<file path="config.mk">
export PLATFORM = sky130hd
export DESIGN_NAME = ext_gpio_in_filter
export DESIGN_NICKNAME = d
export VERILOG_FILES = /design/src/rtl/ext_gpio_pkg.sv /design/src/rtl/ext_gpio_debounce_bit.sv /design/src/rtl/ext_gpio_in_filter.sv
export SDC_FILE = /design/constraint.sdc
export NUM_CORES = 1
export LEC_CHECK = 0
export ABC_CLOCK_PERIOD_IN_PS = 12900
export BUFFER_PORTS_ARGS = -buffer_cell sky130_fd_sc_hd__buf_2
export CAP_MARGIN = 20
export CORE_MARGIN = 5
export CORE_UTILIZATION = 59
export DETAILED_ROUTE_END_ITERATION = 12
export GPL_TIMING_DRIVEN = 1
export PLACE_DENSITY = 0.88
export SYNTH_ARGS = -nofsm -noshare
export SYNTH_HDL_FRONTEND = slang
export SYNTH_HIERARCHICAL = 1
export SYNTH_SLANG_ARGS = --single-unit
</file>
<file path="constraint.sdc">
create_clock -name sys_clk -period 12.9 [get_ports sys_clk]
set_input_delay 2.58 -clock sys_clk [delete_from_list [all_inputs] [get_ports sys_clk]]
set_output_delay 2.58 -clock sys_clk [all_outputs]
set_load 0.05 [all_outputs]
</file>
<file path="src/rtl/ext_gpio_pkg.sv">
// Shared constants for the GPIO input filter: register offsets, the default
// register window base and the register selector used by the bus decode.
package ext_gpio_pkg;

  localparam logic [31:0] GPIO_FLT_BASE_ADDR = 32'hf000_0010;

  localparam logic [7:0] GPIO_FLT_STATUS = 8'h00;
  localparam logic [7:0] GPIO_FLT_RISE   = 8'h04;
  localparam logic [7:0] GPIO_FLT_FALL   = 8'h08;
  localparam logic [7:0] GPIO_FLT_PEND   = 8'h0c;
  localparam logic [7:0] GPIO_FLT_DEB    = 8'h10;

  typedef enum logic [2:0] {
    REG_NONE,
    REG_STATUS,
    REG_RISE,
    REG_FALL,
    REG_PEND,
    REG_DEB
  } reg_sel_e;

endpackage

</file>
<file path="src/rtl/ext_gpio_debounce_bit.sv">
// One debounced GPIO bit: accepts a change of the synchronised input only after
// STABLE_TICKS consecutive sample ticks that all disagree with the clean value.
module ext_gpio_debounce_bit #(
  parameter int STABLE_TICKS = 3
) (
  input  logic sys_clk,
  input  logic sys_rst,
  input  logic tick,
  input  logic bypass,
  input  logic clr_cnt,
  input  logic s2,
  output logic clean
);

  localparam int CNT_W = (STABLE_TICKS > 1) ? $clog2(STABLE_TICKS) : 1;
  localparam logic [CNT_W-1:0] CNT_LAST = CNT_W'(STABLE_TICKS - 1);

  logic [CNT_W-1:0] cnt;

  // Mismatch counter and clean flop; bypass follows s2 directly.
  // NOTE: sequential state uses non-blocking (<=) so every flop samples pre-edge values.
  always_ff @(posedge sys_clk or posedge sys_rst) begin
    if (sys_rst) begin
      cnt   <= '0;
      clean <= 1'b0;
    end else if (bypass) begin
      clean <= s2;
      cnt   <= '0;
    end else if (clr_cnt) begin
      cnt <= '0;
    end else if (tick) begin
      if (s2 == clean) begin
        cnt <= '0;
      end else if (cnt == CNT_LAST) begin
        clean <= s2;
        cnt   <= '0;
      end else begin
        cnt <= cnt + CNT_W'(1);
      end
    end
  end

endmodule

</file>
<file path="src/rtl/ext_gpio_in_filter.sv">
// GPIO pad input conditioner: 2-flop synchroniser, per-bit debounce against a
// programmable sample tick, rise/fall event latching and a small register bank.
module ext_gpio_in_filter
  import ext_gpio_pkg::*;
#(
  parameter int                    ADDR_WIDTH   = 32,
  parameter int                    DATA_WIDTH   = 32,
  parameter logic [ADDR_WIDTH-1:0] BASE_ADDR    = ADDR_WIDTH'(GPIO_FLT_BASE_ADDR),
  parameter int                    STABLE_TICKS = 3,
  parameter int                    DB_CNT_WIDTH = 16
) (
  input  logic                  sys_clk,
  input  logic                  sys_rst,
  input  logic                  op,
  input  logic                  rw,
  input  logic [ADDR_WIDTH-1:0] addr,
  input  logic [DATA_WIDTH-1:0] data_w,
  output logic [DATA_WIDTH-1:0] data_r,
  input  logic [31:0]           pad_in,
  output logic [31:0]           gpio_in_clean,
  output logic                  irq
);

  logic [31:0]             s1, s2, clean, clean_d;
  logic [31:0]             rise_en, fall_en, pending;
  logic [DB_CNT_WIDTH-1:0] debounce, presc;
  logic [ADDR_WIDTH-1:0]   off;
  reg_sel_e                sel;
  logic                    wr, rd, deb_wr, bypass, tick;
  logic [31:0]             pend_clr, ev_set;
  logic [DATA_WIDTH-1:0]   readback;

  assign off      = addr - BASE_ADDR;
  assign wr       = op & rw;
  assign rd       = op & ~rw;
  assign deb_wr   = wr && (sel == REG_DEB);
  assign pend_clr = (wr && (sel == REG_PEND)) ? data_w[31:0] : 32'h0;
  assign bypass   = (debounce == '0);
  assign tick     = !bypass && (presc == debounce - DB_CNT_WIDTH'(1));
  assign ev_set   = (clean & ~clean_d & rise_en) | (~clean & clean_d & fall_en);

  // Address decode; misaligned offsets never match an exact register offset.
  // NOTE: every always_comb output gets a default first so no latch is inferred.
  always_comb begin
    sel = REG_NONE;
    case (off)
      ADDR_WIDTH'(GPIO_FLT_STATUS): sel = REG_STATUS;
      ADDR_WIDTH'(GPIO_FLT_RISE):   sel = REG_RISE;
      ADDR_WIDTH'(GPIO_FLT_FALL):   sel = REG_FALL;
      ADDR_WIDTH'(GPIO_FLT_PEND):   sel = REG_PEND;
      ADDR_WIDTH'(GPIO_FLT_DEB):    sel = REG_DEB;
      default:                      sel = REG_NONE;
    endcase
  end

  // Read mux for the register window.
  always_comb begin
    readback = '0;
    case (sel)
      REG_STATUS: readback = DATA_WIDTH'(clean);
      REG_RISE:   readback = DATA_WIDTH'(rise_en);
      REG_FALL:   readback = DATA_WIDTH'(fall_en);
      REG_PEND:   readback = DATA_WIDTH'(pending);
      REG_DEB:    readback = DATA_WIDTH'(debounce);
      default:    readback = '0;
    endcase
  end

  // Pad synchroniser and clean-value history for edge detection.
  always_ff @(posedge sys_clk or posedge sys_rst) begin
    if (sys_rst) begin
      s1      <= '0;
      s2      <= '0;
      clean_d <= '0;
    end else begin
      s1      <= pad_in;
      s2      <= s1;
      clean_d <= clean;
    end
  end

  // Sample-tick prescaler: counts 0..N-1, restarts on any DEBOUNCE write.
  always_ff @(posedge sys_clk or posedge sys_rst) begin
    if (sys_rst) begin
      presc <= '0;
    end else if (deb_wr || bypass || tick) begin
      presc <= '0;
    end else begin
      presc <= presc + DB_CNT_WIDTH'(1);
    end
  end

  // Config registers, W1C pending (new events beat a same-cycle clear) and read data.
  always_ff @(posedge sys_clk or posedge sys_rst) begin
    if (sys_rst) begin
      rise_en  <= '0;
      fall_en  <= '0;
      debounce <= '0;
      pending  <= '0;
      data_r   <= '0;
    end else begin
      if (wr && (sel == REG_RISE)) rise_en <= data_w[31:0];
      if (wr && (sel == REG_FALL)) fall_en <= data_w[31:0];
      if (deb_wr)                  debounce <= data_w[DB_CNT_WIDTH-1:0];
      pending <= (pending & ~pend_clr) | ev_set;
      data_r  <= rd ? readback : '0;
    end
  end

  for (genvar i = 0; i < 32; i++) begin : g_bit
    ext_gpio_debounce_bit #(
      .STABLE_TICKS(STABLE_TICKS)
    ) u_bit (
      .sys_clk(sys_clk),
      .sys_rst(sys_rst),
      .tick   (tick),
      .bypass (bypass),
      .clr_cnt(deb_wr),
      .s2     (s2[i]),
      .clean  (clean[i])
    );
  end

  assign gpio_in_clean = clean;
  assign irq           = |pending;

endmodule

</file>
==> metrics.yaml <==
outcome:
  outcome: "complete, no violations"
hold_path:
  min_path_type: "register to register"
  min_from: "s1[29]"
cells_and_area:
  diodes: 0
  layout-drive-gt1-share_pct: 24.1
  stdcell_count: 1937
  area_delta_synth_final_pct: 16.0
  layout.nets: 1672
  final_area_sq_um: 18400
floorplan:
  die_height_um: 174
  start_util_pct: 59.5
  core.rowCount: 60
  fp.coreArea_sq_um: 26700
  pin_count: 165
  die_width_um: 174
  die_area_sq_um: 30300
yosys:
  synth_top_family_by_area: "simple AND/OR/NAND/NOR gates"
  yosys_register_bits: 352
  synth_compound_area_share_pct: 12.5
  synthAdderAreaFrac_pct: 0.157
  ys_warn_count: 6
  yosysMostFrequentCell: "dfrtp_1"
  netlist-cell-type-count: 52
  synth_common_cells: "352 x dfrtp_1, 128 x nor2_1, 99 x nand3b_1"
  synth_ff_type: "dfrtp_1"
  synthCells: 1388
  synth_fp_nets: 1490
  synthSimpleGateAreaFrac_pct: 15.5
  yosysSeqAreaShare_pct: 55.4
  synthArstFlopShare_pct: 100
  yosys-top-cells-area: "dfrtp_1 55%, mux2_2 6.6%, nand3b_1 4.7%, a31oi_1 3.8%, o41ai_2 3.3%"
  synth_edf_count: 0
  synth_top_cell_by_area: "dfrtp_1"
  synth-xor-area-share_pct: 3.56
  muxShareOfSynthArea_pct: 10.1
  synth_top_area_share_pct: 55.4
  syn_avg_cell_area_sq_um: 11.5
  synthesis.area_sq_um: 15900
timing:
  period_share_pct: 44.7
  setup_violations: 0
  final-max-slew-violation-count: 0
  worstMarginPinSlew_ns: 1.06
  timing.final.ws_setup_ns: 7.13
  rsz0062_at_grt: "no"
  hold_violations: 0
  period_needed_ns: 5.77
  setup_tns_ns: 0
  fmax_ghz: 0.173
  skew_ns: 0.0212
  slew_headroom_pct: 28.7
setup_path:
  critical_path_class: "input port to register"
  slowest_delay_ns: 0.78
  worstPathRequired_ns: 13.27
  critPathMaxFanout: 75
  crit_top_cell: "buf_4"
  crit_path_end: "g_bit[2].u_bit/clean"
  r2r_slack_ns: 9.17
  r2r_cells: 9
  crit_arrival_ns: 6.15
  crit_start: "addr[13]"
  worstPathCellList: "buf_2, nor4_1, nand4_1, nor4_4, buf_4, nor4b_4, buf_4, buf_4, nor2_1, a31oi_1, mux2_1"
  crit_path_top_delay_cell: "buf_4"
  timing.rr.start: "debounce[3]"
  endpoint_kind: "register"
  rr_endpoint: "g_bit[2].u_bit/clean"
  crit_path_start_kind: "input port"
power:
  p_int_w: 0.00179
  power_frac_comb_pct: 2.9
  p_seq_share_pct: 49.4
  p_per_area_nw_per_um2: 123
  swShare_pct: 21.1
  leakagePower_nw: 8.52
  peakVddDrop_mv: 0.0966
  power_w: 0.00227
  clkPwrFrac_pct: 47.7
  switchingPower_w: 0.000477
clock_network:
  clk_latency_ns: 0.52
  htreeDepth: 2
  clock_path_buffers: 3
  tritoncts.num_buffers: 37
  cts_root_buffer: "clkbuf_16"
  clkSlewWorstSetupHoldPaths_ns: 0.06
  hold_buffers: 0
  cts_resized: 0
  numClockSinks: 352
  cts_tree: "built"
  postCtsSetupBuffers: 0
global_routing:
  antenna_found_initial: 0
  track_usage_pct: 26.2
  grt_overflow: 0
  grt_pass1_vias: 12512
  grt_max_degree: 110
  grt_pass1_wl_mm: 65.0
place:
  place_congestion: 0.857
  placed_area_sq_um: 17200
  port_buffers: 164
  hpwl_mm: 25.6
  place_inst: 1871
  place_ws_ns: 6.73
routing:
  dr.pass1.iters: 6
  drt_iter0_markers: 1182
  route.detailed.drc: 0
  vias: 12087
  route.met2.wl_mm: 19.8
  avgViaCountPerCell: 6.24
  met3_length_mm: 3.04
  wirelength_mm: 39.8
  met1_length_mm: 15.8
  ant_nets: 0
  avgRoutedWirePerCell_um: 20.6
  routed.top_layer: "met4"
flow_run:
  maxCapViolations: 0
-- per-stage QoR --
stage               hold slack (ns)  util, %
floorplan                     0.331        -
global placement              0.332     64.2
detailed placement            0.335     64.2
CTS                           0.348     68.9
global route                  0.351     69.0
finish                        0.347     69.0
-- power by group through the flow --
stage	logic [W]	registers, W	clock network [W]
finish	0.0000648	0.00112	0.00108
global route	0.0000730	0.00112	0.00115
CTS	0.0000647	0.00112	0.00110
detailed placement	0.0000641	0.00114	0
global placement	0.0000621	0.00114	0
floorplan	0.0000317	0.00114	0
-- worst max-delay path: cells and delay by family --
| family | cells | cell delay [ns] |
|---|---|---|
| muxes | 1 | 0.37 |
| buffers and inverters | 4 | 1.54 |
| AOI/OAI and AO/OA | 1 | 0.24 |
| and+or+nand+nor | 5 | 1.35 |
-- worst min path at each step --
stage	to	slack [ns]	depth (start not counted)
global placement	s2[15]	0.33	0
CTS	s2[29]	0.35	0
finish	s2[29]	0.35	0
floorplan	s2[0]	0.33	0
global route	s2[10]	0.35	0
detailed placement	s2[10]	0.33	0
-- state kept, by name (all words and copies together) (netlist names) --
register / count
rise_en: 32
data_r: 32
fall_en: 32
g_bit.u_bit/cnt: 64
debounce: 16
pending: 32
clean_d: 32
g_bit.u_bit/clean: 32
presc: 16
s1: 32
s2: 32
-- per-layer routing --
layer	track usage, %	vias up
met4	10.5	0
met5	0	-
met3	4.81	101
met1	34.9	6049
met2	42.9	538
li1	-	5399
-- cell usage in the layout, fill, tap and decap left out, types with 36 or more instances in the layout --
cell type	netlist	routed
buf_2	9	164
nand3b_1	99	99
o21ai_0	54	54
xor2_1	48	48
dfrtp_1	352	352
nor2b_1	36	36
a31oi_1	97	97
nand2_1	94	94
mux2_2	93	93
clkbuf_16	0	39
inv_1	71	70
nor2_1	128	128
a22oi_1	49	49
-- cells by family after synthesis --
kind of cell | count (synthesis)
buf+inv | 111
fa+ha+maj | 2
simple gates | 451
flops | 352
mux | 144
compound gates | 265
xor+xnor | 63
-- area by class of cell --
type                    count  area (sq um)
inverters                  71           274
fillers                  1857          8290
flip-flops and latches    352          8810
clock buffers              56          1150
repair buffers            183           983
well taps                 341           427
multi-input cells         925          6700
clock inverters             9           101
Power figures use the tool's default switching activity.
